`config.mk`:
```
export PLATFORM = sky130hd
export DESIGN_NAME = fetch_unit
export DESIGN_NICKNAME = d
export VERILOG_FILES = /design/src/rtl/fetch_unit_pkg.sv /design/src/rtl/adder.sv /design/src/rtl/fetch_queue.sv /design/src/rtl/fetch_unit.sv
export SDC_FILE = /design/constraint.sdc
export NUM_CORES = 1
export LEC_CHECK = 0
export BUFFER_PORTS_ARGS = -buffer_cell sky130_fd_sc_hd__buf_4
export CAP_MARGIN = 40
export CORE_MARGIN = 2
export CORE_UTILIZATION = 56
export DETAILED_ROUTE_END_ITERATION = 7
export GPL_ROUTABILITY_DRIVEN = 0
export PLACE_DENSITY = 0.82
export SKIP_CTS_REPAIR_TIMING = 1
export SLEW_MARGIN = 30
export SYNTH_ARGS = -nofsm -noshare
export SYNTH_HDL_FRONTEND = slang
export SYNTH_SLANG_ARGS = --single-unit
```
`constraint.sdc`:
```
create_clock -name Clk -period 6.4 [get_ports Clk]
set_clock_uncertainty 0.05 [all_clocks]
set_input_delay 0.32 -clock Clk [delete_from_list [all_inputs] [get_ports Clk]]
set_output_delay 0.32 -clock Clk [all_outputs]
set_load 0.05 [all_outputs]
```
`src/rtl/fetch_unit_pkg.sv`:
```
// rtl/fetch_unit_pkg.sv - shared core defines and fetch-path types
package fetch_unit_pkg;

    localparam int XLEN = 64;
    localparam int ILEN = 32;

    localparam logic [XLEN-1:0] RESET_PC_DEFAULT = 64'h0;
    localparam logic [ILEN-1:0] NOP_INSTR        = 32'h0000_0013;

    typedef struct packed {
        logic [XLEN-1:0] pc;
        logic [ILEN-1:0] instr;
    } fetch_entry_t;

endpackage

```
`src/rtl/adder.sv`:
```
// rtl/adder.sv - plain modular adder shared across the core
module Adder #(
    parameter int W = 64
) (
    input  logic [W-1:0] a_i,
    input  logic [W-1:0] b_i,
    output logic [W-1:0] sum_o
);

    // Carry-out is dropped so results wrap modulo 2^W.
    assign sum_o = a_i + b_i;

endmodule

```
`src/rtl/fetch_queue.sv`:
```
// rtl/fetch_queue.sv - synchronous fetch FIFO with clear and head output
module fetch_queue
    import fetch_unit_pkg::*;
#(
    parameter int DEPTH = 2,
    localparam int PW = $clog2(DEPTH),
    localparam int CW = PW + 1
) (
    input  logic         clk_i,
    input  logic         rst_ni,
    input  logic         clear_i,
    input  logic         push_i,
    input  fetch_entry_t push_data_i,
    input  logic         pop_i,
    output fetch_entry_t head_o,
    output logic [CW-1:0] count_o
);

    fetch_entry_t  mem_q [DEPTH];
    logic [PW-1:0] wr_ptr_q;
    logic [PW-1:0] rd_ptr_q;
    logic [CW-1:0] count_q;

    // Pointers and occupancy; clear wins over any same-cycle push or pop.
    always_ff @(posedge clk_i) begin
        if (!rst_ni || clear_i) begin
            wr_ptr_q <= '0;
            rd_ptr_q <= '0;
            count_q  <= '0;
        end else begin
            if (push_i) begin
                wr_ptr_q <= wr_ptr_q + 1'b1;
            end
            if (pop_i) begin
                rd_ptr_q <= rd_ptr_q + 1'b1;
            end
            count_q <= count_q + CW'(push_i) - CW'(pop_i);
        end
    end

    // Storage array; entries need no reset because count gates visibility.
    always_ff @(posedge clk_i) begin
        if (push_i && !clear_i) begin
            mem_q[wr_ptr_q] <= push_data_i;
        end
    end

    assign head_o  = mem_q[rd_ptr_q];
    assign count_o = count_q;

endmodule

```
`src/rtl/fetch_unit.sv`:
```
// rtl/fetch_unit.sv - credit-based instruction fetch with redirect flush
module fetch_unit
    import fetch_unit_pkg::*;
#(
    parameter logic [XLEN-1:0] RESET_PC = RESET_PC_DEFAULT,
    parameter int              DEPTH    = 2
) (
    input  logic            Clk,
    input  logic            Rst_n,
    output logic            imem_req,
    output logic [XLEN-1:0] imem_addr,
    input  logic [ILEN-1:0] imem_rdata,
    input  logic            redirect,
    input  logic [XLEN-1:0] redirect_pc,
    output logic            if_valid,
    input  logic            if_ready,
    output logic [XLEN-1:0] if_pc,
    output logic [ILEN-1:0] if_instr
);

    localparam int CW = $clog2(DEPTH) + 1;
    localparam logic [CW:0] DEPTH_W = (CW + 1)'(DEPTH);

    logic [XLEN-1:0] pc_q, pc_d;
    logic [XLEN-1:0] issued_pc_q, issued_pc_d;
    logic            inflight_q, inflight_d;
    logic [XLEN-1:0] pc_plus4;

    logic            push;
    logic            pop;
    logic            clear;
    logic [CW-1:0]   count;
    logic [CW:0]     used;
    logic [CW:0]     avail;
    fetch_entry_t    push_data;
    fetch_entry_t    head;
    logic            unused_redirect_lsbs;

    assign unused_redirect_lsbs = ^redirect_pc[1:0];

    Adder #(.W(XLEN)) u_pc_inc (
        .a_i   (pc_q),
        .b_i   (XLEN'(4)),
        .sum_o (pc_plus4)
    );

    fetch_queue #(.DEPTH(DEPTH)) u_queue (
        .clk_i       (Clk),
        .rst_ni      (Rst_n),
        .clear_i     (clear),
        .push_i      (push),
        .push_data_i (push_data),
        .pop_i       (pop),
        .head_o      (head),
        .count_o     (count)
    );

    // Issue/credit decisions and next-state for pc and the in-flight slot.
    always_comb begin
        if_valid    = 1'b0;
        pop         = 1'b0;
        push        = 1'b0;
        clear       = 1'b0;
        imem_req    = 1'b0;
        pc_d        = pc_q;
        inflight_d  = 1'b0;
        issued_pc_d = issued_pc_q;

        // Issue only while queue slots not already claimed remain:
        // count + inflight < DEPTH + pop, i.e. credit > 0.
        used  = {1'b0, count} + (CW + 1)'(inflight_q);
        avail = DEPTH_W + (CW + 1)'(pop);

        if (Rst_n && !redirect) begin
            if_valid = (count != '0);
            pop      = if_valid && if_ready;
            avail    = DEPTH_W + (CW + 1)'(pop);
            imem_req = (used < avail);
            push     = inflight_q;
            if (imem_req) begin
                pc_d        = pc_plus4;
                issued_pc_d = pc_q;
            end
            inflight_d = imem_req;
        end else if (Rst_n && redirect) begin
            clear = 1'b1;
            pc_d  = {redirect_pc[XLEN-1:2], 2'b00};
        end
    end

    assign push_data = '{pc: issued_pc_q, instr: imem_rdata};

    assign imem_addr = Rst_n ? pc_q : RESET_PC;
    assign if_pc     = Rst_n ? head.pc : '0;
    assign if_instr  = Rst_n ? head.instr : '0;

    // PC, in-flight flag and the address tagged onto the pending response.
    always_ff @(posedge Clk) begin
        if (!Rst_n) begin
            pc_q        <= RESET_PC;
            inflight_q  <= 1'b0;
            issued_pc_q <= '0;
        end else begin
            pc_q        <= pc_d;
            inflight_q  <= inflight_d;
            issued_pc_q <= issued_pc_d;
        end
    end

endmodule

```
### Word level (Yosys, flattened, before mapping)

Memories as Yosys holds them, arrays and structs flattened. A register that Yosys moved wholly into a read port is not among the register bits.
Cells that the tools add are included.

| cells by class | value |
|---|---|
| add/subtract/negate cells | 7 |
| order comparisons | 1 |
| eq/ne operators | 1 |
| multiplexer cells | 16 |
| reduce and logical (&&, ||, !) cells | 12 |

Operators with widths:

| kind | count |
|---|---|
| 64-bit two-way mux | 5 |
| 64-bit by 3-bit adder with 64-bit output (second input constant) | 1 |
| 32-bit two-way mux | 1 |
| 1-bit two-way mux | 10 |
| 1-bit logical AND | 4 |
| 2-bit AND reduction | 2 |
| 2-bit nonzero test | 2 |
| 2-bit by 1-bit adder with 3-bit output | 1 |
| 2-bit by 1-bit adder with 3-bit output (first input constant) | 1 |
| 1-bit zero test | 3 |
| 3-bit less-than comparator | 1 |
| 1-bit adder (second input constant) | 2 |
| 2-bit by 1-bit adder with 2-bit output | 1 |
| 2-bit by 1-bit != test with 1-bit output (second input constant) | 1 |
| 2-bit by 1-bit subtractor with 2-bit output | 1 |
| 1-bit logical OR | 1 |

| word-level totals | value |
|---|---|
| flip-flop bits (word level) | 133 |
| RAM bits | 192 |
| input bits | 100 |
| output and inout bits | 162 |
| logic and storage cells | 44 |
| memories | 1 |

Memories:

| memory | depth | bits a word | rd ports | clocked after Yosys merged registers in | write ports | RTL line | text |
|---|---|---|---|---|---|---|---|
| u_queue.mem_q | 2 | 96 | 1 | 1 | 1 | fetch_queue.sv:19 | `fetch_entry_t mem_q [DEPTH];` |

### Longest topological paths before layout

| logic depth | value |
|---|---|
| word-level depth | 7 |
| gate-level depth with buffers | 10 |
| mapped depth without buffers | 8 |

### By module

A second synthesis with hierarchy kept.

| second synthesis, totals | value |
|---|---|
| cells, all modules | 1845 |
| area, all modules | 18447.7 µm² |

Modules (own cells, without submodules):

| module | times used | cells each | area each (µm²) | seq. area each (µm²) |
|---|---|---|---|---|
| fetch_queue | 1 | 320 | 7345.8 | 5865.6 |
| fetch_unit | 1 | 971 | 7179.4 | 2582.5 |
| Adder | 1 | 554 | 3922.5 | 0.0 |

### Worst setup path before layout

Ideal clock, no wire load.

| path | value |
|---|---|
| path kind | input to register |
| start point | input port Rst_n |
| end point | memory u_queue.mem_q[0][0] (netlist name) (enable) |
| setup time | 559 ps |
| arrival | 5031 ps |
| required time | 5791 ps |
| slack | 760 ps |
| cell stages on the path | 4 |
| path buffers | 1 |
| cells stage by stage | buf_2 > nor2b_1 > and2_1 > nor2b_1 |

| between the ends | value |
|---|---|
| elaborated cells between the ends (all ways) | 9 |
| classes of those cells | mux (5); reduce/logical (4) |

RTL lines:

| what | RTL line | text |
|---|---|---|
| from (decl) | fetch_unit.sv:9 | `input logic Rst_n,` |
| 1-bit logical AND | fetch_unit.sv:74 | `if (Rst_n && !redirect) begin` |
| 1-bit two-way mux | fetch_unit.sv:74 |  |
| net push | fetch_unit.sv:29 | `logic push;` |
| 1-bit logical AND | fetch_queue.sv:43 | `if (push_i && !clear_i) begin` |
| 1-bit two-way mux | fetch_queue.sv:43 |  |
| 1-bit two-way mux (implied by the code) | fetch_queue.sv:44 | `mem_q[wr_ptr_q] <= push_data_i;` |
| to (decl) | fetch_queue.sv:19 |  |

The timed path passes the listed nets, and every way through them passes these cells.

### Worst setup path after layout

| path | value |
|---|---|
| start point | register inflight_q |
| end point | output port imem_req |

| between the ends | value |
|---|---|
| word-level cells in the longest chain between the ends | 3 |

RTL lines:

| what | RTL line | text |
|---|---|---|
| from (decl) | fetch_unit.sv:26 | `logic inflight_q, inflight_d;` |
| from (signal assigned) | fetch_unit.sv:105 | `inflight_q <= inflight_d;` |
| 2-bit by 1-bit adder with 3-bit output | fetch_unit.sv:71 | `used = {1'b0, count} + (CW + 1)'(inflight_q);` |
| 3-bit less-than comparator | fetch_unit.sv:78 | `imem_req = (used < avail);` |
| 1-bit two-way mux | fetch_unit.sv:74 |  |
| to (decl) | fetch_unit.sv:10 | `output logic imem_req,` |

No other way between the ends.

==> out/qor.csv <==
metric;value;unit
finalSetupViolations;0;
worstPathRequired;6.03;ns
pre_cts_ws;3.16;ns
dpl_cell_area;16200;um2
final_nets;1685;
slew_headroom;45.8;%
drt-pass1-iter-count;6;
rows;58;
grt_pass1_wl;59600;um
hold_end;pc_q[39];
synth_top_area_share;40.0;%
die_y;163;um
holdCritStartpoint;redirect_pc[39];
powerDensity;255;nW/um2
grt_max_degree;107;
end_kind;output pin;
critPathArrivalTime;3.17;ns
holdWs;-0.0209;ns
synth-edff-count;188;
slew_viol_final;0;
fin_area;17600;um2
hp-class;in -> reg;
r2r-end;pc_q[61];
area_growth;24.7;%
die_area;26500;um2
tritoncts;yes;
cap_violations;0;
drive_gt1_share;21.1;%
reg2reg_slack;3.42;ns
yosys_warnings;0;
grt_pass1_vias;10755;
clk_pin_slew_worst_paths;0.07;ns
cts_buffer_depth;3;
hold_violations;3;
ant_nets;0;
antenna_found_initial;2;
coreArea;25000;um2
critPathMaxFanout;51;
outcome;complete, but fails checks;
layout_setup_ws;2.86;ns
hpwl;25900;um
grt_use_total;28.8;%
hold_depth;3;
reg2reg_depth;7;
yosysTopAreaCell;edfxtp_1;
die_x;163;um
irDropWorstVdd;0.197;mV
port_buffers;255;
avgSynthCellArea;10.6;um2
final_core_util;70.6;%
ys_seq_area_share;58.4;%
gr-total-overflow;0;
finalCritPeriodShare;55.4;%
clockRootBuffer;clkbuf_16;
async_flop_share;0;%
netlist_area;14100;um2
yosys_most_used_dff;edfxtp_1;
drc;0;
ios;262;
synth_cell_types;65;
cts_made_buffers;31;
start_util;56.6;%
synthTopCellsByArea;edfxtp_1 (40%), dfxtp_1 (18%), mux2i_1 (6.7%), nand2_1 (4.3%), nor2_1 (4.0%);
rsz0062_at_grt;false;
path_class;reg -> out;
drt_iter0_drc;1377;
violations;hold timing;
synth_seq_cells;318;
leakagePower;6.44;nW
routed-via-count;11642;
wl;40200;um
cts_max_level;1;
r2r-start;inflight_q;
clk_latency;0.58;ns
wire_per_inst;20.8;um
fmax;282;MHz
syn_inst;1334;
total_power;4.49;mW
period_needed;3.54;ns
tns;0;ns
via_per_inst;6.01;
start_kind;register;
clock_sinks;318;
tightest_slew;0.813;ns
[cells in the final DEF, fill, tap and decap left out, drive strengths merged, types with 11 or more instances in the layout]
| master | instances |
|---|---|
| nor3 | 24 |
| xor2 | 11 |
| mux2i | 94 |
| nand4 | 41 |
| dfxtp | 130 |
| clkinv | 16 |
| a211oi | 14 |
| and2 | 62 |
| dlygate4sd3 | 39 |
| xnor2 | 12 |
| inv | 16 |
| nor2 | 149 |
| edfxtp | 188 |
| or3 | 15 |
| or4 | 12 |
| and3 | 11 |
| and4 | 13 |
| nand3 | 34 |
| a31oi | 15 |
| o21ai | 54 |
| nand2 | 161 |
| buf | 270 |
| nor4 | 19 |
| clkbuf | 39 |
| a21oi | 82 |
[metrics by stage]
stage          instances  hold WS, ns
5_1_grt             1935     0.000589
3_5_place_dp        1836        0.388
2_1_floorplan       1337        0.369
6_report            1936      -0.0209
3_3_place_gp        1833        0.378
4_1_cts             1894       -0.130
[layer usage]
metal / vias to the layer above / track usage, % / wire (um)
met4: 2 / 9.98 / 1370
met2: 669 / 47.7 / 19200
met3: 112 / 6.16 / 3940
met5: - / 0 / 17
met1: 5533 / 37.9 / 15700
li1: 5326 / - / -
[state kept, by name (all words and copies together), names as in the netlist, named ones only]
register and cells:
u_queue.count_o 2, u_queue.mem_q 188, inflight_q 1, u_queue.rd_ptr_q 1, u_queue.wr_ptr_q 1, issued_pc_q 62, pc_q 62
[final cells by class]
| class | count | area (um2) |
|---|---|---|
| Fill cell | 1796 | 7350 |
| Multi-Input combinational cell | 904 | 5440 |
| Clock inverter | 19 | 153 |
| Clock buffer | 39 | 816 |
| Antenna cell | 1 | 2.50 |
| Inverter | 16 | 67.6 |
| Sequential cell | 318 | 8250 |
| Timing Repair Buffer | 309 | 2470 |
| Tap cell | 330 | 413 |
[kinds of logic after synthesis]
kind of cell               count (synthesis)  share of synthesized area [%]
and+or+nand+nor                          567                           20.7
DFF                                      318                           58.4
AOI/OAI and AO/OA                        211                           9.02
buffers and inverters                    115                           3.32
muxes                                     94                           6.66
xor gates and xnor gates                  23                           1.43
adders and majority gates                  5                          0.443
other                                      1                         0.0265
[Yosys cell counts (16+ instances only)]
cell type and n:
buf_2 18, nand3_1 33, o21ai_0 51, mux2i_1 94, nor2_1 149, nand4_1 37
dfxtp_1 130, nor4_1 16, edfxtp_1 188, nor3_1 21, clkbuf_1 67, nand2_1 160
a21oi_1 82, and2_1 62
[how the worst max path moves through the flow]
stage	start	end	slack (ns)
final	inflight_q	imem_req	2.86
after global routing	inflight_q	imem_req	2.74
after CTS	inflight_q	imem_req	2.90
after detailed placement	Rst_n	if_pc[62]	3.16
after global placement	Rst_n	imem_req	3.15
after floorplan	Rst_n	u_queue.mem_q[0][0]	0.76
[critical path, cell delays in order (launching register included)]
cell and delay [ns]:
dfxtp_1 0.35, ha_1 0.22, ha_1 0.42, nor2_1 0.41, nand2_2 0.14, inv_4 0.49, buf_4 0.31, buf_4 0.22
[power by group]
part / internal, mW / switching (mW)
clock: 0.983 / 0.754
sequential: 2.21 / 0.0797
combinational: 0.163 / 0.299
total: 3.36 / 1.13
No activity file was read; power rests on OpenSTA's default activity.
